[src/rtl/uart_tx_path.sv]
// UART transmit path: a circular FIFO feeding an LSB-first serializer paced by
// a 16x baud-rate oversampling strobe.
module uart_tx_path #(
  parameter int DBIT    = 8,
  parameter int SB_TICK = 16,
  parameter int FIFO_W  = 4
) (
  input  logic            clk,
  input  logic            reset,
  input  logic            s_tick,
  input  logic            wr,
  input  logic [DBIT-1:0] w_data,
  output logic            full,
  output logic            empty,
  output logic            tx,
  output logic            tx_busy,
  output logic            tx_done_tick
);

  localparam int NW    = (DBIT > 1) ? $clog2(DBIT) : 1;
  localparam int DEPTH = 1 << FIFO_W;
  localparam logic [NW-1:0] N_LAST = NW'(DBIT - 1);
  localparam logic [3:0]    S_STOP = 4'(SB_TICK - 1);

  typedef enum logic [1:0] {IDLE, START, DATA, STOP} state_t;

  logic [DBIT-1:0]   mem [DEPTH];
  logic [FIFO_W-1:0] w_ptr, r_ptr, w_ptr_succ, r_ptr_succ;
  logic              push, pop;

  state_t          state_reg, state_next;
  logic [3:0]      s_reg, s_next;
  logic [NW-1:0]   n_reg, n_next;
  logic [DBIT-1:0] b_reg, b_next;
  logic            tx_reg, tx_next;

  assign w_ptr_succ = w_ptr + FIFO_W'(1);
  assign r_ptr_succ = r_ptr + FIFO_W'(1);
  assign push       = wr & ~full;

  always_ff @(posedge clk) begin
    if (push && !reset)
      mem[w_ptr] <= w_data;
  end

  // A simultaneous push and pop moves both pointers and leaves the count, and
  // therefore both flags, untouched.
  always_ff @(posedge clk) begin
    if (reset) begin
      w_ptr <= '0;
      r_ptr <= '0;
      full  <= 1'b0;
      empty <= 1'b1;
    end else begin
      if (push) begin
        w_ptr <= w_ptr_succ;
        if (!pop) begin
          empty <= 1'b0;
          full  <= (w_ptr_succ == r_ptr);
        end
      end
      if (pop) begin
        r_ptr <= r_ptr_succ;
        if (!push) begin
          full  <= 1'b0;
          empty <= (r_ptr_succ == w_ptr);
        end
      end
    end
  end

  always_ff @(posedge clk) begin
    if (reset) begin
      state_reg <= IDLE;
      s_reg     <= '0;
      n_reg     <= '0;
      b_reg     <= '0;
      tx_reg    <= 1'b1;
    end else begin
      state_reg <= state_next;
      s_reg     <= s_next;
      n_reg     <= n_next;
      b_reg     <= b_next;
      tx_reg    <= tx_next;
    end
  end

  // tx is registered, so it is loaded with the level of the bit being entered
  // on each state/bit transition to keep every bit exactly 16 ticks wide.
  always_comb begin
    state_next   = state_reg;
    s_next       = s_reg;
    n_next       = n_reg;
    b_next       = b_reg;
    tx_next      = tx_reg;
    pop          = 1'b0;
    tx_done_tick = 1'b0;
    unique case (state_reg)
      IDLE: begin
        if (!empty) begin
          pop        = 1'b1;
          b_next     = mem[r_ptr];
          s_next     = '0;
          tx_next    = 1'b0;
          state_next = START;
        end
      end
      START: begin
        if (s_tick) begin
          if (s_reg == 4'd15) begin
            s_next     = '0;
            n_next     = '0;
            tx_next    = b_reg[0];
            state_next = DATA;
          end else begin
            s_next = s_reg + 4'd1;
          end
        end
      end
      DATA: begin
        if (s_tick) begin
          if (s_reg == 4'd15) begin
            s_next = '0;
            b_next = b_reg >> 1;
            n_next = n_reg + NW'(1);
            if (n_reg == N_LAST) begin
              tx_next    = 1'b1;
              state_next = STOP;
            end else begin
              tx_next = b_next[0];
            end
          end else begin
            s_next = s_reg + 4'd1;
          end
        end
      end
      STOP: begin
        if (s_tick) begin
          if (s_reg == S_STOP) begin
            tx_done_tick = 1'b1;
            state_next   = IDLE;
          end else begin
            s_next = s_reg + 4'd1;
          end
        end
      end
      default: state_next = IDLE;
    endcase
  end

  assign tx      = tx_reg;
  assign tx_busy = (state_reg != IDLE);

endmodule

[config.mk]
export PLATFORM = sky130hd
export DESIGN_NAME = uart_tx_path
export DESIGN_NICKNAME = d
export VERILOG_FILES = /design/src/rtl/uart_tx_path.sv
export SDC_FILE = /design/constraint.sdc
export NUM_CORES = 1
export LEC_CHECK = 0
export BUFFER_PORTS_ARGS = -buffer_cell sky130_fd_sc_hd__buf_2
export CORE_ASPECT_RATIO = 0.9
export CORE_MARGIN = 3
export CORE_UTILIZATION = 38
export CTS_BUF_LIST = sky130_fd_sc_hd__clkbuf_4 sky130_fd_sc_hd__clkbuf_8
export CTS_CLUSTER_DIAMETER = 100
export CTS_CLUSTER_SIZE = 10
export DETAILED_ROUTE_END_ITERATION = 6
export HOLD_SLACK_MARGIN = 0.08
export SYNTH_ARGS = -nofsm -noshare
export SYNTH_HDL_FRONTEND = slang
export SYNTH_SLANG_ARGS = --single-unit
[constraint.sdc]
create_clock -name clk -period 5.86 [get_ports clk]
set_input_delay 0.293 -clock clk [delete_from_list [all_inputs] [get_ports clk]]
set_output_delay 0.293 -clock clk [all_outputs]
set_load 0.01 [all_outputs]
; Yosys cells after proc, flatten, opt, wreduce, memory -nomap -nowiden
; Memories as Yosys holds them, arrays and structs flattened. A register that Yosys moved wholly into a read port is not among the register bits.
; Cells that the tools add are included.
[word_totals]
regBits = 28
ramBits = 128
inputBits = 12
out_inout_bits = 5
mem_count = 1
[classes]
add_sub_neg = 4
n_eq_ne = 17
mux = 48
bitwise = 2
n_reduce_logical = 13
[mem_list]
columns = memory, words, width, rd, rd_clocked_by_memory_dff, wr, line_no
row1 = mem, 16, 8, 1, 1, 1, 27  ; logic [DBIT-1:0] mem [DEPTH];
[op_table]
columns = op, n
row1 = two-way mux 4 bit, 7
row2 = two-way mux 8 bit, 3
row3 = two-way mux 1 bit, 21
row4 = inequality test 2 bit (second input constant), 9
row5 = two-way mux 2 bit, 8
row6 = case mux 8 bit (2 select lines), 1
row7 = adder 4 x 1 -> 4 bit (second input constant), 3
row8 = two-way mux 3 bit, 4
row9 = case mux 4 bit (3 select lines), 1
row10 = == test 4 bit, 2
row11 = case mux 2 bit (4 select lines), 1
row12 = AND reduction 4 bit, 2
row13 = AND reduction 8 bit, 1
row14 = case mux 3 bit (2 select lines), 1
row15 = AND reduction 6 bit, 1
row16 = nonzero test 2 bit, 3
row17 = AND reduction 5 bit, 1
row18 = == test 2 bit (second input constant), 2
row19 = == test 4 bit (second input constant), 1
row20 = adder 3 x 1 -> 3 bit (second input constant), 1
row21 = == test 3 bit (second input constant), 1
row22 = case mux 1 bit (3 select lines), 1
row23 = nonzero test 3 bit, 1
row24 = == test 2 x 1 -> 1 bit (second input constant), 1
row25 = other kinds (7), 7

; Longest topological paths before layout
[logic_depth]
word_depth = 6
depth_mapped = 8
ltp_nobuf = 7

; Least setup slack after synthesis
; Ideal clock, no wire load.
[synth_path]
path_kind = reg-to-reg
start = reg state_reg[0]
end = reg s_reg[3]
arrival_time_ns = 1.933
slack_ns = 3.856
path_stages_with_launch = 8
n_path_buf = 1
synth_period_minus_slack_ns = 2.004
cell_sequence = dfxtp_1 -> inv_1 -> ha_1 -> buf_2 -> o21bai_1 -> or4b_4 -> or3_1 -> a21oi_1
[synth_between]
elab_chain_len = 4
elab_cells_between_ends = 11
[synth_rtl]
columns = item, line_no
row1 = "start, declared", 31  ; state_t state_reg, state_next;
row2 = "start signal, assigned", 80  ; state_reg <= state_next;
row3 = == test 2 bit / == test 2 x 1 -> 1 bit (equally long branches), 98  ; unique case (state_reg)
row4 = OR reduction 2 bit (no line), --
row5 = inequality test 2 x 1 -> 1 bit (no line), --
row6 = AND reduction 4 bit (no line), --
row7 = "end signal, assigned", 81  ; s_reg <= s_next;
row8 = "end, declared", 32  ; logic [3:0] s_reg, s_next;
; Parallel ways exist; a longest one is shown, timed or not.
; A chain may end at the register's enable or synchronous reset.

; Final worst setup path
[layout_path]
start = reg full
end = mem mem[0][1] (enable)
[layout_between]
elab_chain_len = 5
[layout_rtl]
columns = item, line_no
row1 = "start, declared", 13  ; output logic full,
row2 = "start signal, assigned", 59  ; full <= (w_ptr_succ == r_ptr);
row3 = inverter 1 bit, 39  ; assign push = wr & ~full;
row4 = bitwise AND 1 bit, 39
row5 = logical AND 1 bit, 42  ; if (push && !reset)
row6 = two-way mux 1 bit, 42
row7 = two-way mux 1 bit (implied by the code), 43  ; mem[w_ptr] <= w_data;
row8 = "end, declared", 27
; Every way passes these cells.

==> results by group <==
Run status
  • Status: finished clean

Flow run
  • Max Cap Violations: 0

Finish
  • Final instance area: 7200 um2
  • Layout area overhead: 9.96%
  • Ant diodes: 0
  • Max reg flops: 128
  • Layout cell share with drive strength beyond 1: 0.184
  • Most frequent cells in the layout: edfxtp_1 (128), nor2_1 (33), dfxtp_1 (32)
  • Nets: 447
  • Finished Layout Cells: 642
  • Commonest non-fill, non-tap cell in the layout: edfxtp_1

Power
  • Pwr Density: 366 nW/um2
  • VDD IR-drop max: 0.000175 V
  • Comb power frac: 0.179
  • Total power: 2.63 mW
  • Switching Fraction: 0.288
  • Clock Power Share: 0.313
  • LEAKAGE: 2.35 nW
  • Psw: 757 uW
  • Internal power: 1.87 mW
  • Sequential share of power: 0.508

Floorplanning
  • Die Y: 130 um
  • Std-Cell Rows: 44
  • Die Wd: 144 um
  • Io pins: 17
  • Initial Utilization: 0.396
  • Die Area: 18800 um2
  • Core footprint: 16500 um2

Placed design
  • GP Congestion: 0.797
  • Placed cells: 610
  • Pre-CTS setup slack: 3.06 ns
  • Post-DP HPWL: 8980 um
  • Post-Place Cell Area: 6780 um2
  • I/O Buffers: 16

Critical path
  • Endpoint class of the critical path: register
  • Crit Path Max Fanout: 8
  • CP startpoint kind: register
  • Crit Path Category: register to register
  • Critical Path RT: 5.92 ns
  • WP data arrival: 2.64 ns

CTS
  • Cts repair resizes: 0
  • Clock buffer depth: 2
  • Hold buffers post-CTS: 0
  • Skew-Pair Late Insertion Delay: 0.46 ns
  • Number of H-tree levels: 4
  • Clock-pin slew on the worst setup and hold paths: 0.08 ns
  • Root Buffer: clkbuf_8
  • TritonCTS sink count: 160
  • CTS tree: done
  • Post-CTS setup buffer count: 0
  • CTS buffer count: 17

Timing
  • Final setup fails: 0
  • Skew final: 0.0128 ns
  • Final Slew Violations: 0
  • Max_slew headroom: 0.137
  • Period utilisation layout: 0.439
  • Final WS setup: 3.29 ns
  • Worst-Margin Slew: 1.28 ns
  • Min Tclk post-route: 2.57 ns
  • F_max: 389 MHz
  • RSZ-0062 raised after global routing: false
  • Sum Neg Setup Slack: 0 ns
  • Hold Violations, Final: 0

Detailed routing
  • Post-DR vias/cell: 5.50
  • Via count: 3533
  • WL final: 13500 um
  • DRT iter0 DRCs: 220
  • WL/cell: 21.1 um
  • DRC errors left: 0
  • 1st-pass router iterations: 4
  • Post-route ant nets: 0

Global routing
  • First-pass GRT wire length: 20800 um
  • Via count of the first global-routing pass: 3538
  • Largest net degree at the start of global routing: 33
  • Initial antenna violation count: 0
  • Total gr overflow: 0
  • Tot GR Track Use: 0.152

Synth
  • Largest family of logic cells by synthesized area: multiplexers
  • Synth Instances: 406
  • Syn avg cell area: 16.1 um2
  • Dominant synthesized flop cell: edfxtp_1
  • Ranking of synthesized cells by area: edfxtp_1 (59%), dfxtp_1 (9.8%), mux4_2 (9.6%)
  • Top cell type's share of synthesized area: 0.587
  • Multiplexer share of the synthesized area: 0.129
  • Xor and xnor area share after synthesis: 0.0187
  • Seq cells post-synth: 160
  • Syn_nets: 431
  • Register area share after synthesis: 0.685
  • Async SR Flop Fraction: 0
  • Cell Area, Synth: 6540 um2
  • Synth Area in Compound Gates: 0.0533
  • Number of synthesized flops with an enable pin: 128
  • Synth cell types: 38
  • Synth area leader: edfxtp_1
  • Simple-Gate Fraction of Synth Area: 0.0662
  • Yosys warnings: 0
  • Adder-Cell Fraction of Synth Area: 0.0249

Hold path
  • Type of the tightest min-delay check: primary input to register
area by class of cell:
cell class,count,area [um2]
clock buffer,17,234
clock inverter,15,175
fill,1441,9320
inverter,9,33.8
multi-input combinational,216,1910
sequential,160,4480
tap,207,259
timing repair buffer,18,95.1
path summary, 6_finish.rpt:
kind | start | end | slack [ns] | depth (start not counted)
worst max-delay path | full | mem[0][1] | 3.29 | 4
worst min-delay path | wr | full | 0.15 | 3
worst max register to register | full | mem[0][1] | 3.29 | 4
worst min register to register | n_reg[2] | n_reg[2] | 0.47 | 2
worst max-delay path, stage by stage, from the launching register on:
cell     delay, ns
dfxtp_1       0.33
nor2b_1       0.42
and2_1        0.31
nand2_1       0.14
nor3_1        0.99
layer usage:
layer	track usage	vias up	part of all wire
met3	0.0422	18	0.053
li1	-	1611	-
met5	0	-	0
met2	0.235	84	0.47
met4	0.0477	0	0.018
met1	0.212	1820	0.46
power by group through the flow:
stage               clock network, mW  logic (mW)  registers [mW]
floorplan                           0       0.370            1.34
global placement                    0       0.464            1.36
detailed placement                  0       0.471            1.36
CTS                             0.839       0.474            1.34
global route                    0.889       0.516            1.35
finish                          0.824       0.471            1.34
synthesized netlist by cell type, types with 2 or more instances:
master / instances
a21oi_1: 18
a22o_1: 8
nor2b_1: 3
buf_2: 5
buf_6: 2
inv_1: 8
o21bai_1: 2
a221oi_1: 7
o21ai_1: 11
nand2b_1: 3
xnor2_1: 5
ha_1: 13
edfxtp_1: 128
xor2_1: 9
mux4_2: 28
clkbuf_1: 12
or3_1: 3
nor3_1: 8
nand2_1: 25
nand4_1: 4
o21ai_0: 3
and2_1: 5
mux2i_1: 8
mux4_1: 5
dfxtp_1: 32
nor2_1: 33
a211oi_1: 2
a31oi_1: 2
nand3_1: 5
logic make-up (layout without fill, tap and decap cells):
| logic type | count (synthesis) | in the layout |
|---|---|---|
| muxes | 41 | 41 |
| adders and majority gates | 13 | 13 |
| DFF | 160 | 160 |
| xor gates and xnor gates | 14 | 14 |
| buffers and inverters | 30 | 59 |
| AOI/OAI and AO/OA | 55 | 55 |
| and+or+nand+nor | 93 | 93 |
stage by stage:
| stage | hold WS (ns) | utilization |
|---|---|---|
| after global placement | 0.444 | 0.411 |
| after CTS | 0.125 | 0.435 |
| after floorplan | 0.392 | - |
| final | 0.147 | 0.436 |
| after detailed placement | 0.453 | 0.411 |
| after global routing | 0.156 | 0.436 |
(Power assumes the default switching activity.)
